===== src/rtl/modulo_dispensador_rolhas.sv =====
// Cork dispenser: consumer side of the cork buffer.
// Owns the main cork count (reg_r), accepts batch loads from the cork
// loader and removes one cork per rising edge of the sealing request,
// driving the feed actuator for FEED_CYCLES cycles per cork.
// Optional feature macro: AUTO_REFILL_EN adds the refill_req output with
// hysteresis between MIN_ROLHAS and CAP-10.
module modulo_dispensador_rolhas #(
    parameter int WIDTH       = 7,
    parameter int CAP         = 99,
    parameter int MIN_ROLHAS  = 20,
    parameter int FEED_CYCLES = 4
) (
    input  logic             clk,
    input  logic             Nclr,
    input  logic             req,
    input  logic             load_valid,
    input  logic [WIDTH-1:0] load_qty,
    output logic             load_ack,
    output logic             load_err,
    output logic             feed,
    output logic             done,
    output logic             busy,
    output logic [WIDTH-1:0] reg_r,
    output logic             ro,
    output logic             min_signal
`ifdef AUTO_REFILL_EN
    ,
    output logic             refill_req
`endif
);

    typedef enum logic [1:0] {
        S_IDLE  = 2'd0,
        S_FEED  = 2'd1,
        S_DONE  = 2'd2,
        S_FAULT = 2'd3
    } state_t;

    // A single-cycle feed still needs a 1-bit counter to keep widths legal.
    localparam int               CNT_W     = (FEED_CYCLES > 1) ? $clog2(FEED_CYCLES) : 1;
    localparam logic [CNT_W-1:0] FEED_LAST = CNT_W'(FEED_CYCLES - 1);
    localparam logic [WIDTH:0]   CAP_EXT   = (WIDTH + 1)'(CAP);
    localparam logic [WIDTH-1:0] MIN_VAL   = WIDTH'(MIN_ROLHAS);

    state_t           state_q, state_d;
    logic [CNT_W-1:0] feed_cnt_q, feed_cnt_d;
    logic             req_q, req_d;
    logic [WIDTH-1:0] reg_r_q, reg_r_d;
    logic             load_ack_q, load_ack_d;
    logic             load_err_q, load_err_d;

    logic             req_rise;
    logic             dec;
    logic [WIDTH:0]   add_ext;
    logic [WIDTH:0]   nxt;
    logic             accept;

    assign req_rise   = req & ~req_q;
    assign ro         = (reg_r_q == '0);
    assign min_signal = (reg_r_q < MIN_VAL);
    assign busy       = (state_q == S_FEED) || (state_q == S_DONE);
    assign reg_r      = reg_r_q;
    assign load_ack   = load_ack_q;
    assign load_err   = load_err_q;

    // Count update: load and decrement combine in one extra-wide sum so a
    // load arriving in the DONE cycle is judged against the post-dispense count.
    always_comb begin
        dec     = (state_q == S_DONE);
        add_ext = load_valid ? {1'b0, load_qty} : '0;
        nxt     = {1'b0, reg_r_q} + add_ext - {{WIDTH{1'b0}}, dec};
        accept  = load_valid && (nxt <= CAP_EXT);
        req_d   = req;
        if (accept) begin
            reg_r_d = nxt[WIDTH-1:0];
        end else begin
            reg_r_d = reg_r_q - {{(WIDTH-1){1'b0}}, dec};
        end
        load_ack_d = accept;
        load_err_d = load_valid && !accept;
    end

    // Dispense FSM: next state, feed counter and Moore outputs.
    always_comb begin
        state_d    = state_q;
        feed_cnt_d = feed_cnt_q;
        feed       = 1'b0;
        done       = 1'b0;
        case (state_q)
            S_IDLE: begin
                feed_cnt_d = '0;
                if (req_rise) begin
                    state_d = ro ? S_FAULT : S_FEED;
                end
            end
            S_FEED: begin
                feed = 1'b1;
                if (feed_cnt_q == FEED_LAST) begin
                    state_d = S_DONE;
                end else begin
                    feed_cnt_d = feed_cnt_q + 1'b1;
                end
            end
            S_DONE: begin
                done    = 1'b1;
                state_d = S_IDLE;
            end
            S_FAULT: begin
                // Request edges are dropped here; leave once corks exist.
                if (!ro) begin
                    state_d = S_IDLE;
                end
            end
            default: state_d = S_IDLE;
        endcase
    end

    // State and datapath registers; reset abandons any cork in flight.
    always_ff @(posedge clk) begin
        if (!Nclr) begin
            state_q    <= S_IDLE;
            feed_cnt_q <= '0;
            req_q      <= 1'b0;
            reg_r_q    <= '0;
            load_ack_q <= 1'b0;
            load_err_q <= 1'b0;
        end else begin
            state_q    <= state_d;
            feed_cnt_q <= feed_cnt_d;
            req_q      <= req_d;
            reg_r_q    <= reg_r_d;
            load_ack_q <= load_ack_d;
            load_err_q <= load_err_d;
        end
    end

`ifdef AUTO_REFILL_EN
    localparam logic [WIDTH-1:0] REFILL_HI = WIDTH'(CAP - 10);

    logic refill_req_q, refill_req_d;

    // Refill request with hysteresis: set when low, cleared when nearly full.
    always_comb begin
        refill_req_d = refill_req_q;
        if (reg_r_q < MIN_VAL) begin
            refill_req_d = 1'b1;
        end else if (reg_r_q >= REFILL_HI) begin
            refill_req_d = 1'b0;
        end
    end

    // Refill request register.
    always_ff @(posedge clk) begin
        if (!Nclr) begin
            refill_req_q <= 1'b0;
        end else begin
            refill_req_q <= refill_req_d;
        end
    end

    assign refill_req = refill_req_q;
`endif

endmodule


===== config.mk =====
export PLATFORM = sky130hd
export DESIGN_NAME = modulo_dispensador_rolhas
export DESIGN_NICKNAME = d
export VERILOG_FILES = /design/src/rtl/modulo_dispensador_rolhas.sv
export SDC_FILE = /design/constraint.sdc
export NUM_CORES = 1
export LEC_CHECK = 0
export BUFFER_PORTS_ARGS = -buffer_cell sky130_fd_sc_hd__clkbuf_2
export CAP_MARGIN = 20
export CORE_ASPECT_RATIO = 0.75
export CORE_MARGIN = 4
export CORE_UTILIZATION = 40
export DETAILED_ROUTE_END_ITERATION = 6
export GPL_ROUTABILITY_DRIVEN = 0
export PLACE_DENSITY = 0.7
export SETUP_SLACK_MARGIN = 0.1
export SYNTH_ARGS = -nofsm -noshare
export SYNTH_HDL_FRONTEND = slang
export SYNTH_SLANG_ARGS = --single-unit

===== constraint.sdc =====
create_clock -name clk -period 3.6 [get_ports clk]
set_clock_uncertainty 0.2 [all_clocks]
set_input_delay 0.36 -clock clk [delete_from_list [all_inputs] [get_ports clk]]
set_output_delay 0.36 -clock clk [all_outputs]
set_load 0.005 [all_outputs]

**Yosys cells after proc, flatten, opt, wreduce, memory -nomap -nowiden**

Index checks and enable logic that the tools add are counted.

- Bits in registers: 14
- Input bits: 11
- Output and inout port bits: 14

- $add $sub $neg: 4
- Order comparisons: 2
- Equality and inequality tests: 8
- Muxes and demuxes: 11
- Bitwise operators: 2
- Reductions and logical operators: 9

Operator list:

| cell | count |
|---|---|
| $mux 7 | 2 |
| $mux 2 | 5 |
| $add 7x7->8 | 1 |
| $le 8x7->1 const B | 1 |
| $pmux 2 s4 | 1 |
| $sub 8x1->8 | 1 |
| $logic_not 7->1 | 1 |
| $lt 7x5->1 const B | 1 |
| $sub 7x1->7 | 1 |
| $eq 2x2->1 const B | 3 |
| $ne 2x2->1 const B | 3 |
| $pmux 2 s2 | 1 |
| $reduce_and 3->1 | 1 |
| $add 2x1->2 const B | 1 |
| $eq 2x1->1 const B | 1 |
| $logic_and 1x1->1 | 2 |
| $logic_not 2->1 | 1 |
| $mux 1 | 2 |
| $ne 2x1->1 const B | 1 |
| $reduce_and 2->1 | 1 |
| $reduce_bool 2->1 | 1 |
| $and 1x1->1 | 1 |
| $logic_not 1->1 | 1 |
| $logic_or 1x1->1 | 1 |
| $not 1->1 | 1 |

**Logic depth before layout (Yosys ltp)**

- Depth in word-level cells: 7
- Depth in mapped cells: 13
- Gate-level depth less buffers: 13

**Worst setup path before layout**

Ideal clock, no wire load.

- Path kind: input to register
- From: input load_valid
- To: register reg_r_q[0], in the netlist reg_r[0]
- Setup time: 0.070 ns
- Arrival: 2.843 ns
- Required time: 3.330 ns
- Path slack: 0.487 ns
- Stages: 13
- Cell sequence: clkbuf_1 > nand2_1 > ha_1 > inv_1 > ha_1 > inv_1 > fa_1 > nand2b_1 > a2111o_1 > o211ai_1 > nand4_1 > a21o_1 > a21oi_1

- Cells in the longest elaborated chain, start to end: 6

Ends and longest elaborated chain:

| item | line | RTL |
|---|---|---|
| from (decl) | 16 | `input logic load_valid,` |
| $mux 7 | 70 | `add_ext = load_valid ? {1'b0, load_qty} : '0;` |
| $add 7x7->8 | 71 | `nxt = {1'b0, reg_r_q} + add_ext - {{WIDTH{1'b0}}, dec};` |
| $sub 8x1->8 | 71 |  |
| $le 8x7->1 | 72 | `accept = load_valid && (nxt <= CAP_EXT);` |
| $logic_and 1x1->1 | 72 |  |
| $mux 7 * | 74 | `if (accept) begin` |
| to (signal assigned) | 131 | `reg_r_q <= reg_r_d;` |
| to (decl) | 48 | `logic [WIDTH-1:0] reg_r_q, reg_r_d;` |

Every way passes the cells marked *; elsewhere a longest branch is shown, timed or not.
A chain may end at the register's enable or synchronous reset.

**Worst setup path in the final report**

- From: register state_q[0]
- To: register load_err_q, in the netlist load_err

- Cells in the longest elaborated chain, start to end: 6

Ends and longest elaborated chain:

| item | line | RTL |
|---|---|---|
| from (decl) | 45 | `state_t state_q, state_d;` |
| from (signal assigned) | 128 | `state_q <= state_d;` |
| $eq 2x2->1 | 69 | `dec = (state_q == S_DONE);` |
| $sub 8x1->8 | 71 |  |
| $le 8x7->1 | 72 |  |
| $logic_and 1x1->1 | 72 |  |
| $logic_not 1->1 | 80 | `load_err_d = load_valid && !accept;` |
| $logic_and 1x1->1 | 80 |  |
| to (signal assigned) | 133 | `load_err_q <= load_err_d;` |
| to (decl) | 50 | `logic load_err_q, load_err_d;` |

No other way between the ends.

==> flow_summary.toml <==
[floorplan]
rows = 18
core_area_sq_mm = 0.00329
start_util = 0.415
num_io_pins = 25
die-area_sq_mm = 0.00442
fp.dieW_microns = 75.4
die_y_microns = 58.6

[timing]
max_freq_mhz = 303
slew_headroom = 0.695
fin_crit_ps = 3300
drv_slew = 0
rsz0062_at_grt = "false"
fin_ws_ps = 304
tns_ps = 0
hold_viol = 0
post-route-period-util = 0.916
setup-violations-final = 0
worst_pin_slew_ps = 454
fin_hold_ws_ps = 130

[drt]
highest_layer = "met4"
wl_microns = 3100
drt_iter0_markers = 75
final_antenna_net_count = 0
vias = 1249
wire_per_inst_microns = 12.7
dr_wl_met2_microns = 1150
drc_errors = 0
vias_per_cell = 5.14
met1_length_microns = 1740
wl_met3_microns = 180
firstDrtPassIters = 4

[clock_network]
cts-root-buf = "clkbuf_8"
clock_path_buffers = 2
cts_hold_buf = 0
clk_pin_slew_ps = 60
cts_sinks = 14
numCtsBuffers = 3
htreeDepth = 1
clkLatencyLatePin_ps = 250
cts_tree = "built"

[synth]
ys_top_cells_by_area = "dfxtp_1, ha_1, inv_1"
syn_area_per_cell_sq_um = 7.79
synth.distinct_cells = 40
synth_edf_count = 0
syn_inst = 175
yosys_warnings = 0
synth_commonest_cells = "inv_1, ha_1, a21oi_1"
synth.top_cell.area_share = 0.206
ys.flop_type = "dfxtp_1"
async_flop_share = 0
synth_seq_cells = 14
synth_fp_nets = 208
synth-seq-area-share = 0.206
synth_largest_area_cell = "dfxtp_1"
syn_area_sq_mm = 0.00136
synth.most_common_cell = "inv_1"

[worst_hold_path]
min_from = "req"
hp-class = "in2reg"
holdPathEnd = "req_q"
min_delay_path_depth = 2

[place]
dp_hpwl_microns = 2540
post-place-ws_ps = 229
dpl.cell_count = 238
port_buffers = 24

[global_routing]
grt-ovfl-total = 0
grt_max_degree = 11
grt_pass1_wl_microns = 5040
antenna_found_initial = 0
grt_pass1_vias = 1096
track_usage = 0.150

[critical_path]
endpoint_kind = "register"
cp_num_buf_inv = 4
arrival_ps = 3280
required_ps = 3580
path_class = "reg2reg"
reg2reg_to = "load_err"
reg2reg_depth = 13
cp_max_fo = 7
cpPeakStageDelay_ps = 380
crit_top_cell = "inv_1"
startpoint_type = "register"
slowest_stage = "fa_1"
crit_chain = "inv_1 -> ha_1 -> ha_1 -> inv_1 -> ha_2 -> inv_1 -> fa_1 -> nand2b_1 -> a2111o_1 -> o211ai_1 -> nand4_1 -> buf_4 -> a21oi_1"
cp_top_family = "adder cells"
regToRegSetupSlack_ps = 300
reg2reg_from = "state_q[0]"

[power_and_ir_drop]
p_per_area_mw_per_mm2 = 1130
p_sw_frac = 0.493
p_switching_uw = 887
pwr-share-clk = 0.087
power_frac_comb = 0.769
ir_drop_v = 0.000458
p_int_uw = 913
leakagePower_uw = 0.000784
power_frac_seq = 0.144

[finish]
syn_to_final_growth_pct = 17.0
drive_gt1_frac = 0.182
stdcell_count = 243
num-nets-final = 237
num_antenna_cells = 0

[run_status]
status = "finished, final reports clean"

[flow_run]
max-cap-violations = 0
-- worst max path at each step --
stage | start | endpoint | depth (start not counted)
floorplan | load_valid | reg_r[0] | 13
global placement | load_valid | reg_r[0] | 13
detailed placement | state_q[0] | reg_r[0] | 13
CTS | state_q[0] | reg_r[0] | 13
global route | state_q[0] | load_err | 13
finish | state_q[0] | load_err | 13
-- cells in the final DEF (no fill, tap or decap), types with 2 or more instances in the layout --
master / instances
nand4_1: 2
a21o_1: 3
inv_1: 26
clkbuf_8: 4
a211o_1: 2
o21ai_0: 9
a21oi_1: 15
o31ai_1: 3
nand3_1: 6
xor2_1: 2
nor3_1: 4
nor2b_1: 4
mux2i_1: 2
xnor2_1: 4
and2_1: 3
nand2_1: 12
nand2b_1: 4
clkbuf_2: 24
and3_1: 3
a211oi_1: 2
a22oi_1: 2
o211a_1: 2
o21ai_1: 2
nor2_1: 12
buf_4: 3
ha_1: 20
dfxtp_1: 13
-- kinds of logic (layout without fill, tap and decap cells) --
logic type	count (synthesis)	after routing	share of synthesized area
multiplexers	3	3	0.0229
AO/OA/AOI/OAI	45	45	0.226
adder cells (fa/ha/maj)	22	22	0.207
XOR/XNOR	6	6	0.0385
flip-flops	14	14	0.206
AND/OR/NAND/NOR	56	56	0.214
buffers and inverters	29	57	0.0862
-- state kept, by name, summed over array words and instances, names as in the netlist --
name / count
reg_r: 7
feed_cnt_q: 2
state_q: 2
load_ack: 1
load_err: 1
req_q: 1
-- cell type report --
type                            instances  area, sq um
Multi-Input combinational cell        132          968
Timing Repair Buffer                   27          143
Sequential cell                        14          282
Clock buffer                            4         55.1
Fill cell                             335         1690
Tap cell                               40         50.0
Inverter                               26         97.6
-- through the flow --
stage                util  power [uW]  cell area [sq um]
finish              0.485        1800               1600
global route        0.485        2000               1600
global placement    0.465        1600               1530
CTS                 0.482        1770               1580
detailed placement  0.465        1610               1530
floorplan               -        1290               1360
-- power groups by stage --
stage / sequential (uW) / combinational (uW) / clock (uW)
3_3_place_gp: 261 / 1340 / 0
5_1_grt: 266 / 1570 / 166
6_report: 259 / 1380 / 157
4_1_cts: 258 / 1350 / 158
3_5_place_dp: 261 / 1350 / 0
2_1_floorplan: 259 / 1030 / 0
-- worst reg2reg max path: cells and delay by family (launching register included) --
| kind | cells | cell delay (ps) |
|---|---|---|
| flops | 1 | 340 |
| fa+ha+maj | 4 | 1100 |
| simple gates | 2 | 490 |
| buf+inv | 4 | 430 |
| compound gates | 3 | 660 |
-- per-layer routing --
layer / track usage / up-vias
met1: 0.245 / 551
met4: 0.0374 / 0
met2: 0.193 / 26
li1: - / 667
met3: 0.0307 / 5
met5: 0 / -
-- what timing repair did --
item	CTS	global route
endpoints found under the setup margin	0	5
gates resized for setup	0	2
setup buffers	0	1
(Power assumes the default switching activity.)
